**src/rtl/ctrl_pkg.sv**
```systemverilog
// Shared control-unit constants: arbiter FSM state encodings and requester identifiers.
package ctrl_pkg;

    localparam logic [1:0] ST_IDLE  = 2'd0;
    localparam logic [1:0] ST_ISSUE = 2'd1;
    localparam logic [1:0] ST_WAIT  = 2'd2;
    localparam logic [1:0] ST_ACK   = 2'd3;

    localparam logic REQ_CPU = 1'b0;
    localparam logic REQ_LDR = 1'b1;

endpackage

```
**src/rtl/rr_arb2.sv**
```systemverilog
// Two-way round-robin winner select; purely combinational, history register lives in the caller.
module rr_arb2
    import ctrl_pkg::*;
(
    input  logic [1:0] req,
    input  logic       last_gnt,
    output logic       win_id,
    output logic       win_valid
);

    always_comb begin
        win_valid = |req;
        win_id    = REQ_CPU;
        // On a tie the requester that did not win last time takes the bus.
        if (&req) begin
            win_id = ~last_gnt;
        end else if (req[1]) begin
            win_id = REQ_LDR;
        end
    end

endmodule

```
**src/rtl/mem_bus_arbiter.sv**
```systemverilog
// Shares the single-port memory between the CPU sequencer and the loader/debug port,
// one fixed-latency access per grant, all outputs registered.
module mem_bus_arbiter
    import ctrl_pkg::*;
#(
    parameter int AW      = 8,
    parameter int DW      = 8,
    parameter int MEM_LAT = 1
) (
    input  logic          clk,
    input  logic          rst_n,

    input  logic          cpu_req,
    input  logic          cpu_we,
    input  logic [AW-1:0] cpu_addr,
    input  logic [DW-1:0] cpu_wdata,
    output logic          cpu_gnt,
    output logic          cpu_ack,
    output logic [DW-1:0] cpu_rdata,

    input  logic          ldr_req,
    input  logic          ldr_we,
    input  logic [AW-1:0] ldr_addr,
    input  logic [DW-1:0] ldr_wdata,
    output logic          ldr_gnt,
    output logic          ldr_ack,
    output logic [DW-1:0] ldr_rdata,

    output logic          mem_en,
    output logic          mem_we,
    output logic [AW-1:0] mem_addr,
    output logic [DW-1:0] mem_wdata,
    input  logic [DW-1:0] mem_rdata
);

    localparam int CW = $clog2(MEM_LAT + 1);

    logic [1:0]    state;
    logic [CW-1:0] cnt;
    logic          last_gnt;
    logic          own;
    logic          own_we;
    logic          win_id;
    logic          win_valid;

    rr_arb2 u_rr_arb2 (
        .req       ({ldr_req, cpu_req}),
        .last_gnt  (last_gnt),
        .win_id    (win_id),
        .win_valid (win_valid)
    );

    always_ff @(posedge clk) begin
        if (!rst_n) begin
            state     <= ST_IDLE;
            cnt       <= '0;
            last_gnt  <= REQ_LDR;
            own       <= REQ_CPU;
            own_we    <= 1'b0;
            cpu_gnt   <= 1'b0;
            cpu_ack   <= 1'b0;
            cpu_rdata <= '0;
            ldr_gnt   <= 1'b0;
            ldr_ack   <= 1'b0;
            ldr_rdata <= '0;
            mem_en    <= 1'b0;
            mem_we    <= 1'b0;
            mem_addr  <= '0;
            mem_wdata <= '0;
        end else begin
            cpu_ack <= 1'b0;
            ldr_ack <= 1'b0;
            case (state)
                ST_IDLE: begin
                    if (win_valid) begin
                        own      <= win_id;
                        last_gnt <= win_id;
                        mem_en   <= 1'b1;
                        state    <= ST_ISSUE;
                        if (win_id == REQ_LDR) begin
                            ldr_gnt   <= 1'b1;
                            own_we    <= ldr_we;
                            mem_we    <= ldr_we;
                            mem_addr  <= ldr_addr;
                            mem_wdata <= ldr_wdata;
                        end else begin
                            cpu_gnt   <= 1'b1;
                            own_we    <= cpu_we;
                            mem_we    <= cpu_we;
                            mem_addr  <= cpu_addr;
                            mem_wdata <= cpu_wdata;
                        end
                    end
                end
                ST_ISSUE: begin
                    mem_en <= 1'b0;
                    mem_we <= 1'b0;
                    cnt    <= CW'(MEM_LAT - 1);
                    state  <= ST_WAIT;
                end
                ST_WAIT: begin
                    // Final WAIT cycle is the one where mem_rdata is valid.
                    if (cnt == '0) begin
                        state <= ST_ACK;
                        if (own == REQ_LDR) begin
                            ldr_ack <= 1'b1;
                            if (!own_we) ldr_rdata <= mem_rdata;
                        end else begin
                            cpu_ack <= 1'b1;
                            if (!own_we) cpu_rdata <= mem_rdata;
                        end
                    end else begin
                        cnt <= cnt - 1'b1;
                    end
                end
                ST_ACK: begin
                    cpu_gnt <= 1'b0;
                    ldr_gnt <= 1'b0;
                    state   <= ST_IDLE;
                end
                default: state <= ST_IDLE;
            endcase
        end
    end

endmodule

```
**config.mk**
```make
export PLATFORM = sky130hd
export DESIGN_NAME = mem_bus_arbiter
export DESIGN_NICKNAME = d
export VERILOG_FILES = /design/src/rtl/ctrl_pkg.sv /design/src/rtl/rr_arb2.sv /design/src/rtl/mem_bus_arbiter.sv
export SDC_FILE = /design/constraint.sdc
export NUM_CORES = 1
export LEC_CHECK = 0
export CORE_UTILIZATION = 37
export DETAILED_ROUTE_END_ITERATION = 16
export HOLD_SLACK_MARGIN = 0.12
export PLACE_DENSITY = 0.72
export SLEW_MARGIN = 25
export SYNTH_ARGS = -nofsm -noshare
export SYNTH_HDL_FRONTEND = slang
export SYNTH_HIERARCHICAL = 1
export SYNTH_SLANG_ARGS = --single-unit
export TNS_END_PERCENT = 5
```
**constraint.sdc**
```tcl
create_clock -name clk -period 2.1 [get_ports clk]
set_clock_uncertainty 0.05 [all_clocks]
set_input_delay 0.21 -clock clk [delete_from_list [all_inputs] [get_ports clk]]
set_output_delay 0.21 -clock clk [all_outputs]
set_load 0.05 [all_outputs]
```
# Word level (Yosys, flattened, before mapping)
# Index checks and enable logic that the tools add are counted.
[totals] regBits=44 wordCells=65
[op_classes] n_addsub=1 eq_ne=7 n_mux=22 n_bitwise=6 n_reduce_logical=14
[op_table] cell="two-way mux 8 bit" n=2
[op_table] cell="two-way mux 1 bit" n=12
[op_table] cell="one-hot mux 1 bit (2 select lines)" n=5
[op_table] cell="one-hot mux 2 bit (4 select lines)" n=1
[op_table] cell="AND reduction 2 bit" n=4
[op_table] cell="AND reduction 4 bit" n=2
[op_table] cell="inequality test 2 bit (second input constant)" n=3
[op_table] cell="NOT 1 bit" n=6
[op_table] cell="AND reduction 3 bit" n=2
[op_table] cell="nonzero test 2 bit" n=3
[op_table] cell="equality test 2 bit (second input constant)" n=2
[op_table] cell="two-way mux 2 bit" n=2
[op_table] cell="OR reduction 3 bit" n=1
[op_table] cell="equality test 2 x 1 -> 1 bit (second input constant)" n=1
[op_table] cell="logical NOT 2 bit" n=1
[op_table] cell="inequality test 2 x 1 -> 1 bit (second input constant)" n=1
[op_table] cell="OR reduction 2 bit" n=1
[op_table] cell="subtractor 1 bit (second input constant)" n=1

# Depth between registers and ports, before layout
# Gate-level depths: netlist of the first run.
[logic_depth] word_depth=5 ltp_mapped=7 ltp_nobuf=5

# Cells and area by module
# Netlist of the first run, hierarchy kept.
[by_module_without_submodules] mod="mem_bus_arbiter" instances=1 cells_each=182 area_each_um2=1896.8
[by_module_without_submodules] mod="rr_arb2" instances=1 cells_each=2 area_each_um2=13.8

# Least setup slack after synthesis of the first run
# OpenSTA, ideal clock, no wires.
[synth_timing] path_type="reg-to-reg" startpoint="register state[0]" endpoint="register mem_addr[0]" arrival_ps=1227 required_time_ps=1904 path_slack_ps=677 path_stages_with_launch=8 path_buffers=2 path_cell_list="dfxtp_1 inv_1 ha_1 and2_1 buf_6 buf_12 nor2_1 a211oi_2"
[synth_via] elab_chain_cells=2
[synth_lines] item="from (decl)" line_no="mem_bus_arbiter.sv:38" text="logic [1:0] state;"
[synth_lines] item="from (signal assigned)" line_no="mem_bus_arbiter.sv:55" text="state <= ST_IDLE;"
[synth_lines] item="from (signal assigned)" line_no="mem_bus_arbiter.sv:79" text="state <= ST_ISSUE;"
[synth_lines] item="from (signal assigned)" line_no="mem_bus_arbiter.sv:99" text="state <= ST_WAIT;"
[synth_lines] item="logical NOT 2 bit" line_no="mem_bus_arbiter.sv:73" text="case (state)"
[synth_lines] item="AND reduction 2 bit (no line)"
[synth_lines] item="to (signal assigned)" line_no="mem_bus_arbiter.sv:84" text="mem_addr <= ldr_addr;"
[synth_lines] item="to (signal assigned)" line_no="mem_bus_arbiter.sv:90" text="mem_addr <= cpu_addr;"
[synth_lines] item="to (decl)" line_no="mem_bus_arbiter.sv:31" text="output logic [AW-1:0] mem_addr,"
# Every way passes these cells.
# A chain may end at the register's enable or synchronous reset.

# Final worst setup path of the first run
[layout_timing] startpoint="register mem_addr[2]" endpoint="output port mem_addr[2]"
# No word-level cell between the ends.

==> summary.txt, run 1 <==
Power
  • Maximum vdd drop: 0.6029 mV
  • Leakage power: 1.146 nW
  • PnR Total Power: 0.003593 W
  • Power Dens Cells: 1250 mW/mm^2

Timing
  • Final setup violation count: 0
  • Headroom to the max-slew limit: 60.96%
  • Final cycle utilization of the critical path: 82.41%
  • Final hold violations: 0
  • Minimum period implied by the final worst setup slack: 1731 ps
  • Highest clock frequency the design can meet: 577.8 MHz
  • Slew at the pin with the worst max-slew slack: 583.8 ps
  • Total negative setup slack: 0 ps
  • Number of slew-limit violations in the final report: 0
  • Setup repair after global routing missed its margin: false

Floorplanning
  • Die area: 0.005455 sq mm
  • Initial Utilization: 39.41%
  • Width of the die: 73.86 um
  • # rows: 25
  • Core Box Area: 0.004848 sq mm
  • Vertical die dimension: 73.86 um
  • Top-level port count: 84

Clock tree
  • Post-CTS Repair Setup Buffers: 0
  • Clock tree buffer depth: 2
  • # H-tree levels: 2
  • Clock tree from TritonCTS: built
  • PostCTS Resize Cnt: 0
  • Clock Latency Late Sink: 290 ps
  • Root Buffer: clkbuf_8
  • Clock buffer count from CTS: 5
  • Clock slew at the register clock pins of the worst setup and hold paths: 80 ps
  • Hold-fix buffer count after cts: 0
  • Num Clock Sinks: 43

Layout
  • Fill cells: 430
  • Most common cell after layout, fill and taps aside: clkdlybuf4s50_1
  • Area grow syn2layout: 50.49%
  • Ratio of cells with drive above 1 in the final layout: 11.90%
  • Most frequent cells in the layout: 83 x clkdlybuf4s50_1, 43 x dfxtp_1, 36 x nor2_1
  • Final Net Count: 319
  • Diode count: 0

Placed design
  • Port bufs: 83
  • Final GP Congestion: 0.6976
  • HPWL reported at the end of detailed placement: 3122 um

Job
  • Number of maximum-capacitance constraint violations: 0

Setup path
  • Kind of end point of the critical path: primary output
  • Timing startpoint of the critical path: mem_addr[2]
  • Crit. path cell count: 1
  • Worst Path Required: 1840 ps
  • Cell with the largest stage delay on the worst path: clkdlybuf4s50_1
  • Maximum fanout along the worst path: 2
  • Ordered cell list for the critical path: clkdlybuf4s50_1
  • Category of the most critical setup path: reg2out
  • Buffers and inverters on the worst path: 1
  • Crit path max-delay family: buffers and inverters
  • Delay of the slowest critical-path stage: 840 ps
  • Signal arrival time at the worst endpoint: 1470 ps
  • Worst R2R Path Depth: 5
  • R2r setup slk: 470 ps
  • CP Launch Type: register
  • R2R Path Start: state[0]

Routing
  • Post-route antenna net violation count: 0
  • Total vias in the final route: 1541
  • DRC violations left: 0
  • Post-DR vias/cell: 4.586
  • First drt pass iteration count: 4
  • Total length of routed wires: 4164 um
  • DR WL/cell: 12.39 um
  • DR iter-0 viols: 61

Global routing
  • Pin count of the biggest net entering global routing: 33
  • Antenna violations before repair: 0
  • Wire length of the first global-routing pass: 6775 um
  • Grt total ovfl: 0
  • Combined global-route utilization of all metal layers: 16.46%
  • Via count of the first global-routing pass: 1512

Yosys
  • Total standard cell area after synthesis: 0.001911 sq mm
  • Syn Inst Count: 184
  • Synthesized flop and latch total: 43
  • Distinct cells, synth: 29
  • Mean cell area of the mapped netlist: 10.38 sq um
  • Number of nets in the synthesized netlist: 235
  • Part of the Yosys area used for sequential elements: 45.06%
  • Synthesis Warnings: 6

Hold path
  • Min-delay src: mem_we
  • Count of cells along the worst hold path: 2
  • Worst hold path class: reg2reg

Run status
  • Outcome: complete, no violations
## registers in the layout, summed over array words and instances (netlist names), 2 cells and up
signal     count
cpu_rdata      8
ldr_rdata      8
mem_addr       8
mem_wdata      8
state          2
## stage by stage
stage / hold slack, ps / setup WS (ps) / std cells / utilization, % / cell area, sq um
2_1_floorplan: 277.6 / 676.8 / 184 / - / 1911
3_3_place_gp: 406.9 / 325.3 / 328 / 57.47 / 2786
3_5_place_dp: 407.1 / 286.6 / 328 / 57.47 / 2786
4_1_cts: 422.0 / 348.6 / 336 / 59.30 / 2875
5_1_grt: 474.3 / 316.0 / 336 / 59.30 / 2875
6_report: 415.5 / 369.4 / 336 / 59.30 / 2875
## cells in the mapped netlist, drive strengths merged
cell type	count	area, sq um
a211oi	18	195.2
a21boi	2	15.02
a21oi	3	15.01
a311oi	1	8.760
a31o	1	8.760
a31oi	1	6.260
a32o	1	10.01
and2	1	6.260
and3	1	6.260
buf	11	105.1
clkbuf	2	7.510
dfxtp	43	860.8
ha	5	62.56
inv	3	11.26
mux2i	35	350.3
nand2	9	33.78
nand2b	3	18.77
nand3b	1	7.510
nor2	39	153.9
nor3b	1	7.510
o21a	1	7.510
or2	1	6.260
or3	1	6.260
## logic make-up after synthesis
family                     after synthesis  share of synthesized area [%]
AOI/OAI and AO/OA                       28                          13.95
adders and majority gates                5                          3.274
buffers and inverters                   16                          6.483
DFF                                     43                          45.06
muxes                                   35                          18.34
and+or+nand+nor                         57                          12.90
## cell type report
class / instances / area [sq um] / area share (%)
clock buffer: 5 / 68.82 / 2.393
clock inverter: 3 / 20.02 / 0.6963
inverter: 3 / 11.26 / 0.3916
multi-input combinational: 125 / 934.6 / 32.51
sequential: 43 / 860.8 / 29.94
tap: 67 / 83.83 / 2.916
timing repair buffer: 90 / 895.9 / 31.16
## path summary, 6_finish.rpt
check / endpoint
max: mem_addr[2]
min: mem_we
max reg2reg: ldr_rdata[2]
min reg2reg: mem_we
## power by group
group          leakage (nW)  total, W  internal (W)  switching (W)
Combinational         0.753   0.00192      0.000743        0.00118
Sequential            0.353   0.00115       0.00103       0.000125
Clock                0.0402  0.000517      0.000231       0.000286
## per-layer routing
layer / part of all wire [%] / track usage [%]
met5: 0 / 0
met4: 0.67 / 4.487
met3: 8.2 / 7.545
met2: 45 / 26.81
met1: 46 / 19.49
(Power assumes the default switching activity.)
==> run 2, diff against run 1 <==
- PLACE_DENSITY: 0.72 -> 0.75
- clock period: 2.1 -> 1.41 ns (I/O delays scaled with it)
==> run 2 against run 1 <==
  * Routed wire length grew 17%
  * Clock-buffer cell count is the same
  * Cell area grew 21%
  * Global-route usage grew 2.1 points
  * Sequential share of layout area shrank 5.0 points
  * Final cell count grew 3.6%
  * Die area is the same
  * Sequential cell count is the same
  * Critical path type is now reg2reg
  * Highest routed layer unchanged
==> summary.txt, run 2 (synthesized netlist as in run 1, its figures left out) <==
Setup path
  • Worst Path Required: 1560 ps
  • Kind of end point of the critical path: register
  • Category of the most critical setup path: reg2reg
  • CP Launch Type: register
  • Maximum fanout along the worst path: 4
  • Signal arrival time at the worst endpoint: 1560 ps

Clock tree
  • Root Buffer: clkbuf_8
  • Post-CTS Repair Setup Buffers: 0
  • Clock Latency Late Sink: 300 ps
  • Clock tree from TritonCTS: built
  • Hold-fix buffer count after cts: 0
  • Clock buffer count from CTS: 5
  • Clock tree buffer depth: 2
  • # H-tree levels: 2
  • Clock slew at the register clock pins of the worst setup and hold paths: 90 ps
  • Num Clock Sinks: 43

Timing
  • Number of slew-limit violations in the final report: 0
  • Highest clock frequency the design can meet: 711.3 MHz
  • Slew at the pin with the worst max-slew slack: 213.7 ps
  • Headroom to the max-slew limit: 85.35%
  • Setup repair after global routing missed its margin: true
  • Final setup violation count: 0
  • Final hold violations: 0
  • Final cycle utilization of the critical path: 99.71%
  • Minimum period implied by the final worst setup slack: 1406 ps

Layout
  • Final std cells w/o fill: 348
  • Most frequent cells in the layout: 45 x clkdlybuf4s50_1, 43 x buf_12, 41 x dfxtp_1
  • Final Net Count: 331
  • Fill cells: 354
  • Diode count: 0
  • Most common cell after layout, fill and taps aside: clkdlybuf4s50_1
  • Multi-input gate area in the final layout: 973.4 sq um
  • Area grow syn2layout: 81.47%
  • Final Cell Area: 0.003467 sq mm
  • Ratio of cells with drive above 1 in the final layout: 32.74%
  • Sequential cell area in the final layout: 865.8 sq um

Routing
  • Post-DR vias/cell: 4.813
  • Total vias in the final route: 1675
  • First drt pass iteration count: 4
  • DR iter-0 viols: 49
  • Post-route antenna net violation count: 0
  • Total length of routed wires: 4871 um
  • DR WL/cell: 14.00 um
  • DRC violations left: 0

Floorplanning
  • Top-level port count: 84
  • Die area: 0.005455 sq mm
  • Width of the die: 73.86 um
  • # rows: 25
  • Core Box Area: 0.004848 sq mm
  • Vertical die dimension: 73.86 um
  • Initial Utilization: 39.41%

Global routing
  • Wire length of the first global-routing pass: 7534 um
  • Via count of the first global-routing pass: 1701
  • Combined global-route utilization of all metal layers: 18.53%
  • Pin count of the biggest net entering global routing: 36
  • Grt total ovfl: 0
  • Antenna violations before repair: 0

Placed design
  • Instance count after placement with tap cells included: 339
  • Instance area after placement: 0.003302 sq mm
  • Final GP Congestion: 0.7714
  • HPWL reported at the end of detailed placement: 3584 um
  • Port bufs: 83

Power
  • Leakage power: 1.428 nW
  • Maximum vdd drop: 0.9893 mV
  • Power Dens Cells: 1882 mW/mm^2

Hold path
  • Worst hold path class: in2reg

Run status
  • Outcome: complete, no violations

Job
  • Number of maximum-capacitance constraint violations: 0
==> run 2: cell types whose count changed in the layout (fill, tap and decap cells not counted), sizes merged <==
cell	delta
clkdlybuf4s50	-38
buf	+49
clkbuf	+1
==> run 2: per-stage QoR <==
step                total power (W)  hold slack (ps)  setup TNS [ps]  worst slack [ps]  util (%)
finish                     0.006526            429.2               0             4.026     71.51
global route               0.006855            447.8          -94.64            -31.57     71.51
CTS                        0.006354            427.2               0             2.538     70.17
detailed placement         0.005542            442.5           -4471            -247.1     68.10
global placement           0.005465            422.6           -3937            -201.8     68.10
floorplan                  0.003904            208.6               0             16.37         -
==> run 2: repair_timing <==
| item | in CTS | in global routing |
|---|---|---|
| pin swaps | 0 | 2 |
| gates cloned | 0 | 1 |
| endpoints found under the setup margin | 25 | 27 |
| resized for setup | 5 | 11 |
==> run 2: final cells by class <==
class,count,share of cell area [%]
clock buffer,5,1.985
clock inverter,3,0.5774
inverter,3,0.3970
multi-input combinational,125,28.08
sequential,43,24.97
tap,67,2.418
timing repair buffer,102,41.57
==> run 2: report_power, final <==
part	leakage, nW	switching, W	internal, W
Clock	0.0402	0.000445	0.000345
Sequential	0.354	0.000353	0.00155
Combinational	1.03	0.00192	0.00192
==> run 2: final timing paths <==
kind / startpoint / to / slack (ps) / cells past startpoint
worst max-delay path: state[1] / cpu_gnt / 4 / 6
worst min register to register: own / cpu_ack / 460 / 1
worst max register to register: state[1] / cpu_gnt / 4 / 6
worst min-delay path: mem_rdata[4] / cpu_rdata[4] / 430 / 3
==> run 2: metal layers <==
metal	track usage (%)	wire (um)
met3	8.642	422
met2	31.29	2371
met4	7.051	70
met5	0	0
met1	20.13	2007
==> run 2: critical path, cell delays in order, from the launching register on <==
cell	delay [ps]
dfxtp_4	370
inv_2	70
ha_2	190
buf_4	130
nand2_1	70
a31o_1	220
a32o_1	190
